### config.mk
export PLATFORM = sky130hd
export DESIGN_NAME = icache_refill_ctrl
export DESIGN_NICKNAME = d
export VERILOG_FILES = /design/src/rtl/icache_refill_ctrl.sv
export SDC_FILE = /design/constraint.sdc
export NUM_CORES = 1
export LEC_CHECK = 0
export CORE_MARGIN = 10
export CORE_UTILIZATION = 40
export CTS_CLUSTER_DIAMETER = 120
export DETAILED_ROUTE_END_ITERATION = 12
export HOLD_SLACK_MARGIN = 0.12
export PLACE_DENSITY = 0.81
export SETUP_SLACK_MARGIN = 0.2
export SLEW_MARGIN = 25
export SYNTH_ARGS = -nofsm -noshare
export SYNTH_HDL_FRONTEND = slang
export SYNTH_SLANG_ARGS = --single-unit
### constraint.sdc
create_clock -name clk -period 1.8 [get_ports clk]
set_clock_uncertainty 0.1 [all_clocks]
set_input_delay 0.18 -clock clk [delete_from_list [all_inputs] [get_ports clk]]
set_output_delay 0.18 -clock clk [all_outputs]
set_load 0.02 [all_outputs]
### src/rtl/icache_refill_ctrl.sv
// Instruction-cache refill engine: fetches one line per miss as a single burst and writes it into the data RAM.
// Define ICACHE_REFILL_CWF_EN to request the missing word first, with the burst wrapping inside the line.
module icache_refill_ctrl #(
    parameter int ADDR_WIDTH     = 10,
    parameter int DATA_WIDTH     = 32,
    parameter int LINE_WORDS     = 8,
    parameter int MEM_ADDR_WIDTH = 32
) (
    input  logic                                     clk,
    input  logic                                     rst_n,
    input  logic                                     miss_req,
    input  logic [MEM_ADDR_WIDTH-1:0]                miss_addr,
    output logic                                     busy,
    output logic                                     mem_req,
    output logic [MEM_ADDR_WIDTH-1:0]                mem_addr,
    input  logic                                     mem_gnt,
    input  logic                                     mem_rvalid,
    input  logic [DATA_WIDTH-1:0]                    mem_rdata,
    input  logic                                     mem_err,
    output logic                                     wr_en,
    output logic [ADDR_WIDTH-1:0]                    wr_addr,
    output logic [DATA_WIDTH-1:0]                    wr_data,
    output logic                                     tag_wr_en,
    output logic [ADDR_WIDTH-$clog2(LINE_WORDS)-1:0] tag_idx,
    output logic                                     refill_done,
    output logic                                     refill_err
);

    localparam int OFF_W = $clog2(LINE_WORDS);
    localparam int IDX_W = ADDR_WIDTH - OFF_W;
    localparam logic [OFF_W-1:0]          LAST_CNT  = OFF_W'(LINE_WORDS - 1);
    localparam logic [OFF_W-1:0]          CNT_ONE   = OFF_W'(1);
    localparam logic [MEM_ADDR_WIDTH-1:0] LINE_MASK = MEM_ADDR_WIDTH'((1 << (OFF_W + 2)) - 1);
    localparam logic [MEM_ADDR_WIDTH-1:0] WORD_MASK = MEM_ADDR_WIDTH'(3);

    typedef enum logic [1:0] {
        S_IDLE,
        S_REQ,
        S_FILL,
        S_DONE
    } state_t;

    state_t                    r_state;
    state_t                    w_next_state;
    logic [IDX_W-1:0]          r_line_idx;
    logic [OFF_W-1:0]          r_start_off;
    logic [OFF_W-1:0]          r_cnt;
    logic [MEM_ADDR_WIDTH-1:0] r_mem_addr;
    logic                      r_wr_en;
    logic [ADDR_WIDTH-1:0]     r_wr_addr;
    logic [DATA_WIDTH-1:0]     r_wr_data;
    logic                      r_err;

    logic                      w_accept;
    logic                      w_beat_ok;
    logic                      w_beat_err;
    logic                      w_last;
    logic [OFF_W-1:0]          w_beat_off;
    logic [OFF_W-1:0]          w_start_off;
    logic [MEM_ADDR_WIDTH-1:0] w_req_addr;

`ifdef ICACHE_REFILL_CWF_EN
    assign w_start_off = miss_addr[OFF_W+1:2];
    assign w_req_addr  = miss_addr & ~WORD_MASK;
`else
    assign w_start_off = '0;
    assign w_req_addr  = miss_addr & ~LINE_MASK;
`endif

    assign w_accept   = miss_req && (r_state == S_IDLE);
    // Beats outside FILL (including any before the grant) are deliberately dropped.
    assign w_beat_ok  = (r_state == S_FILL) && mem_rvalid && !mem_err;
    assign w_beat_err = (r_state == S_FILL) && mem_rvalid && mem_err;
    assign w_last     = (r_cnt == LAST_CNT);
    assign w_beat_off = r_start_off + r_cnt;

    // NOTE: sequential state uses non-blocking assignments so every register samples pre-edge values.
    always_ff @(posedge clk or negedge rst_n) begin
        if (!rst_n) begin
            r_state <= S_IDLE;
        end else begin
            r_state <= w_next_state;
        end
    end

    // NOTE: every always_comb output gets a default first, so no path can infer a latch.
    always_comb begin
        w_next_state = r_state;
        busy         = 1'b0;
        mem_req      = 1'b0;
        tag_wr_en    = 1'b0;
        refill_done  = 1'b0;
        refill_err   = 1'b0;
        case (r_state)
            S_IDLE: begin
                if (miss_req) begin
                    w_next_state = S_REQ;
                end
            end
            S_REQ: begin
                busy    = 1'b1;
                mem_req = 1'b1;
                if (mem_gnt) begin
                    w_next_state = S_FILL;
                end
            end
            S_FILL: begin
                busy = 1'b1;
                if (w_beat_err || (w_beat_ok && w_last)) begin
                    w_next_state = S_DONE;
                end
            end
            S_DONE: begin
                busy         = 1'b1;
                refill_done  = 1'b1;
                refill_err   = r_err;
                tag_wr_en    = !r_err;
                w_next_state = S_IDLE;
            end
            default: begin
                w_next_state = S_IDLE;
            end
        endcase
    end

    always_ff @(posedge clk or negedge rst_n) begin
        if (!rst_n) begin
            r_line_idx  <= '0;
            r_start_off <= '0;
            r_cnt       <= '0;
            r_mem_addr  <= '0;
            r_wr_en     <= 1'b0;
            r_wr_addr   <= '0;
            r_wr_data   <= '0;
            r_err       <= 1'b0;
        end else begin
            r_wr_en <= w_beat_ok;
            if (w_accept) begin
                r_line_idx  <= miss_addr[ADDR_WIDTH+1:OFF_W+2];
                r_start_off <= w_start_off;
                r_mem_addr  <= w_req_addr;
                r_cnt       <= '0;
                r_err       <= 1'b0;
            end
            if (w_beat_ok) begin
                // Offset wraps inside the line; the line index is concatenated, never added.
                r_wr_addr <= {r_line_idx, w_beat_off};
                r_wr_data <= mem_rdata;
                r_cnt     <= r_cnt + CNT_ONE;
            end
            if (w_beat_err) begin
                r_err <= 1'b1;
            end
        end
    end

    assign mem_addr = r_mem_addr;
    assign wr_en    = r_wr_en;
    assign wr_addr  = r_wr_addr;
    assign wr_data  = r_wr_data;
    assign tag_idx  = r_line_idx;

endmodule
=== Yosys cells after proc, flatten, opt, wreduce, memory -nomap -nowiden ===
Index checks and enable logic that the tools add are counted.

* Bits in registers: 83
* Latch bits: 0
* Memory bits (writable): 0
* Bits in read-only memories: 0
* Input port bits: 70
* Output and inout port bits: 87
* Word-level logic and storage cells: 42
* Memories: 0

* Add/sub/neg operators: 1
* Multiply operators: 0
* Divide/modulo/power cells: 0
* Order comparisons: 0
* Eq/ne operators: 7
* Shift operators: 0
* Muxes and demuxes: 13
* Bitwise gates (word level): 0
* Reductions and logical operators: 13

{| class="wikitable"
|+ Operator list
! operator !! number
|-
| $pmux W2 S4 || 1
|-
| $mux W1 || 7
|-
| $mux W2 || 3
|-
| $mux W3 || 2
|-
| $logic_and A1 B1 Y1 || 5
|-
| $eq A2 B2 Y1 const B || 2
|-
| $ne A2 B2 Y1 const B || 2
|-
| $reduce_bool A2 Y1 || 2
|-
| $add A3 B1 Y3 const B || 1
|-
| $eq A3 B3 Y1 const B || 1
|-
| $reduce_and A3 Y1 || 1
|-
| $reduce_or A3 Y1 || 1
|-
| $eq A2 B1 Y1 const B || 1
|-
| $logic_not A1 Y1 || 2
|-
| $logic_not A2 Y1 || 1
|-
| $ne A2 B1 Y1 const B || 1
|-
| $logic_or A1 B1 Y1 || 1
|}

=== Longest topological paths before layout ===
* Depth after elaboration: 7
* Gate-level depth with buffers: 7
* Depth with buffers taken out: 5

=== Worst setup path before layout ===
Ideal clock, no wire load.

* Path type: register to register
* Start point: register r_state[1]
* End point: register r_state[1]
* Arrival time: 1.467 ns
* Required time: 1.575 ns
* Setup slack: 0.108 ns
* Cell stages (with the launch flop): 6
* Path buffers: 0
* Cell sequence: dfrtp_1 > inv_1 > ha_1 > nor2b_1 > a221oi_1 > mux2_2

* Cells in the longest elaborated chain, start to end: 7
* Elaborated cells on any way between the ends: 14

{| class="wikitable"
|+ RTL lines
! element !! RTL line !! RTL
|-
| from (decl) || 43 || <nowiki>state_t r_state;</nowiki>
|-
| from (signal assigned) || 82 || <nowiki>r_state <= w_next_state;</nowiki>
|-
| $eq A2 B2 Y1 || 72, 73, 94 ||
|-
| $logic_and A1 B1 Y1 || 72, 73 ||
|-
| $logic_and A1 B1 Y1 || 72 || <nowiki>assign w_beat_ok = (r_state == S_FILL) && mem_rvalid && !mem_err;</nowiki>
|-
| $logic_and A1 B1 Y1 || 109 || <nowiki>if (w_beat_err || (w_beat_ok && w_last)) begin</nowiki>
|-
| $logic_or A1 B1 Y1 || 109 ||
|-
| $ne A2 B1 Y1 (no source line) || - ||
|-
| $reduce_and A3 Y1 (no source line) || - ||
|}

Several ways; a longest one is shown, not always the timed one.
A chain may end at the register's enable or synchronous reset.

=== Worst setup path after layout ===
* Start point: register r_state[0]
* End point: register r_state[1]

The elaborated chain is that of the path after synthesis.

==> metrics.txt <==
ANT cells 0; final hold violation count 0; synth unique cells 19; synthesized cell area 0.00304 mm^2; H-Tree Depth 3; fmax 598 MHz; CP Launch Point r_state[0]; initial antenna violation count 0; Tot Pwr 0.00966 W; Worst Hold Class in2async; Final period util 92.9%; asr flop ratio synth 100%; crit path DAT 1.80 ns; count leader, synth dfrtp_1; FF-to-FF Start r_state[0]; DRT iter0 DRCs 43; CTS tree done; Worst-Skew Late Latency 0.33 ns; row cnt 31; Psw 0.00342 W; fraction of layout cells with a size suffix above 1 35.1%; Final Core Density 73.2%; Cells after DPL 429; leading post-synthesis cells by cell area dfrtp_1, mux2_2, buf_4; maximum VDD drop 0.000923 V; drc violations 0; WL/cell 19.3 um; Finished Layout Cells 466; maximum fanout along the worst path 3; largest net degree at the start of global routing 37; GR Util All Layers 14.1%; min Tclk post-route 1.67 ns; critical path startpoint category register; Seq pwr share 31.3%; final net count 438; Int Power 0.00623 W; Die Y 107 um; PwrDens 1800 mW/mm^2; Post-Syn Instances 195; Setup-failing EPs final 0; number of global-route vias before repair 2379; Antenna Nets Post-Route 0; DP Wirelength 5980 um; via count 2176; area of the die 0.0115 mm^2; setup repair after global routing missed its margin yes; placer's final routability congestion estimate 0.744; sequential-to-total area share from yosys stat 62.5%; ys flop type dfrtp_1; Sink Count 76; R2R Setup Slk 0.13 ns; Yosys reg bits 76; port bufs 146; vias per cell 4.67; Die X 107 um; cell taking the most area after synthesis dfrtp_1; Clock power frac 16.8%; Clock Tree Buf Depth 2; gr ovfl total 0; Yosys top cell area share 62.5%; DRT Pass-1 Iters 4; Max-Cap Viols 0; LEAKAGE 2.88 nW; number of flops mapped to enable cells by yosys 0; WL final 9000 um; hold slack 0.234 ns; Core Area 0.00733 mm^2; worst endpoint required time 1.92 ns; first-pass GRT wire length 12700 um; fillers 507; Starting Density 41.5%; crit path kind reg2reg; leading cell types by count after synthesis dfrtp_1, mux2_2, buf_4, inv_1; switching power share of the total 35.4%; area grow syn2layout 76.3%; combinational share of power 51.9%; outcome finished, final reports clean; Sum Neg Setup Slack 0 ns; CTS Buf Count 9; Slew Viols, Final 0; Yosys warnings 0; syn_area_per_cell 15.6 um^2; CTS clk-pin slew, worst paths 0.08 ns; crit end category register; # IOs 157; root buffer selected by CTS clkbuf_8
[area by class of cell]
| type | count | area (um^2) | share of cell area [%] |
|---|---|---|---|
| inverter | 7 | 26.3 | 0.490 |
| clock inverter | 5 | 106 | 1.98 |
| clock buffer | 11 | 151 | 2.82 |
| timing repair buffer | 172 | 1890 | 35.3 |
| multi-input combinational | 96 | 1160 | 21.6 |
| sequential | 76 | 1900 | 35.5 |
| tap | 99 | 124 | 2.31 |
[layout by cell type, fill, tap and decap left out, drive strengths merged, types with 2 or more instances in the layout]
master         count
dfrtp             76
clkdlybuf4s50     72
mux2              70
dlymetal6s2s      37
dlygate4sd2       31
buf               27
clkbuf            15
inv                8
ha                 6
conb               5
o21ai              4
nand3              3
bufinv             3
nor2b              2
[power groups by stage]
| stage | sequential (W) | clock, W | combinational, W |
|---|---|---|---|
| after floorplan | 0.00398 | 0 | 0.00150 |
| final | 0.00303 | 0.00162 | 0.00501 |
| after CTS | 0.00301 | 0.00166 | 0.00474 |
| after global placement | 0.00300 | 0 | 0.00464 |
| after detailed placement | 0.00306 | 0 | 0.00471 |
| after global routing | 0.00315 | 0.00174 | 0.00530 |
[repair_timing]
action,CTS,global route
setup endpoints to repair,106,116
gates cloned,5,3
gates resized for setup,60,85
hold buffers,1,0
hold endpoints to repair,76,0
buffers inserted,8,4
pin swaps,2,3
[cell families after synthesis]
family	after synthesis	synth area share (%)
buf+inv	27	5.55
simple gates	8	1.48
other cells	1	0.123
fa+ha+maj	6	2.47
flops	76	62.5
compound gates	7	1.60
mux	70	26.3
[per-stage QoR]
step                      worst slack, ns  instance area [um^2]
after global placement             0.0801                  4580
after CTS                           0.129                  5020
after floorplan                     0.186                  3070
final                               0.128                  5370
after detailed placement           0.0194                  4580
after global routing               0.0333                  5370
[state kept, by name (all words and copies together), names as in the netlist]
register / cells
wr_data: 32
mem_addr: 21
wr_addr: 10
tag_idx: 6
r_cnt: 3
r_state: 2
r_err: 1
wr_en: 1
[worst paths after layout]
path,end,cells past startpoint
worst min register to register,wr_addr[6],1
max in group asynchronous,wr_data[6],3
worst max-delay path,r_state[1],5
min in group clk,wr_data[17],2
worst max register to register,r_state[1],5
worst min-delay path,tag_idx[5],2
[layer usage]
metal,wire length (um),GRT usage [%],vias to the layer above
met2,4560,24.1,92
li1,-,-,993
met5,0,0,-
met4,115,5.42,0
met1,3580,15.4,1082
met3,744,5.45,9
[worst max-delay path, cell delays in order, from the launching register on]
cell      delay [ns]
dfrtp_1         0.42
buf_4           0.15
ha_2            0.17
nor2b_1         0.15
a221oi_2        0.22
mux2_2          0.36
Power figures use the tool's default switching activity.
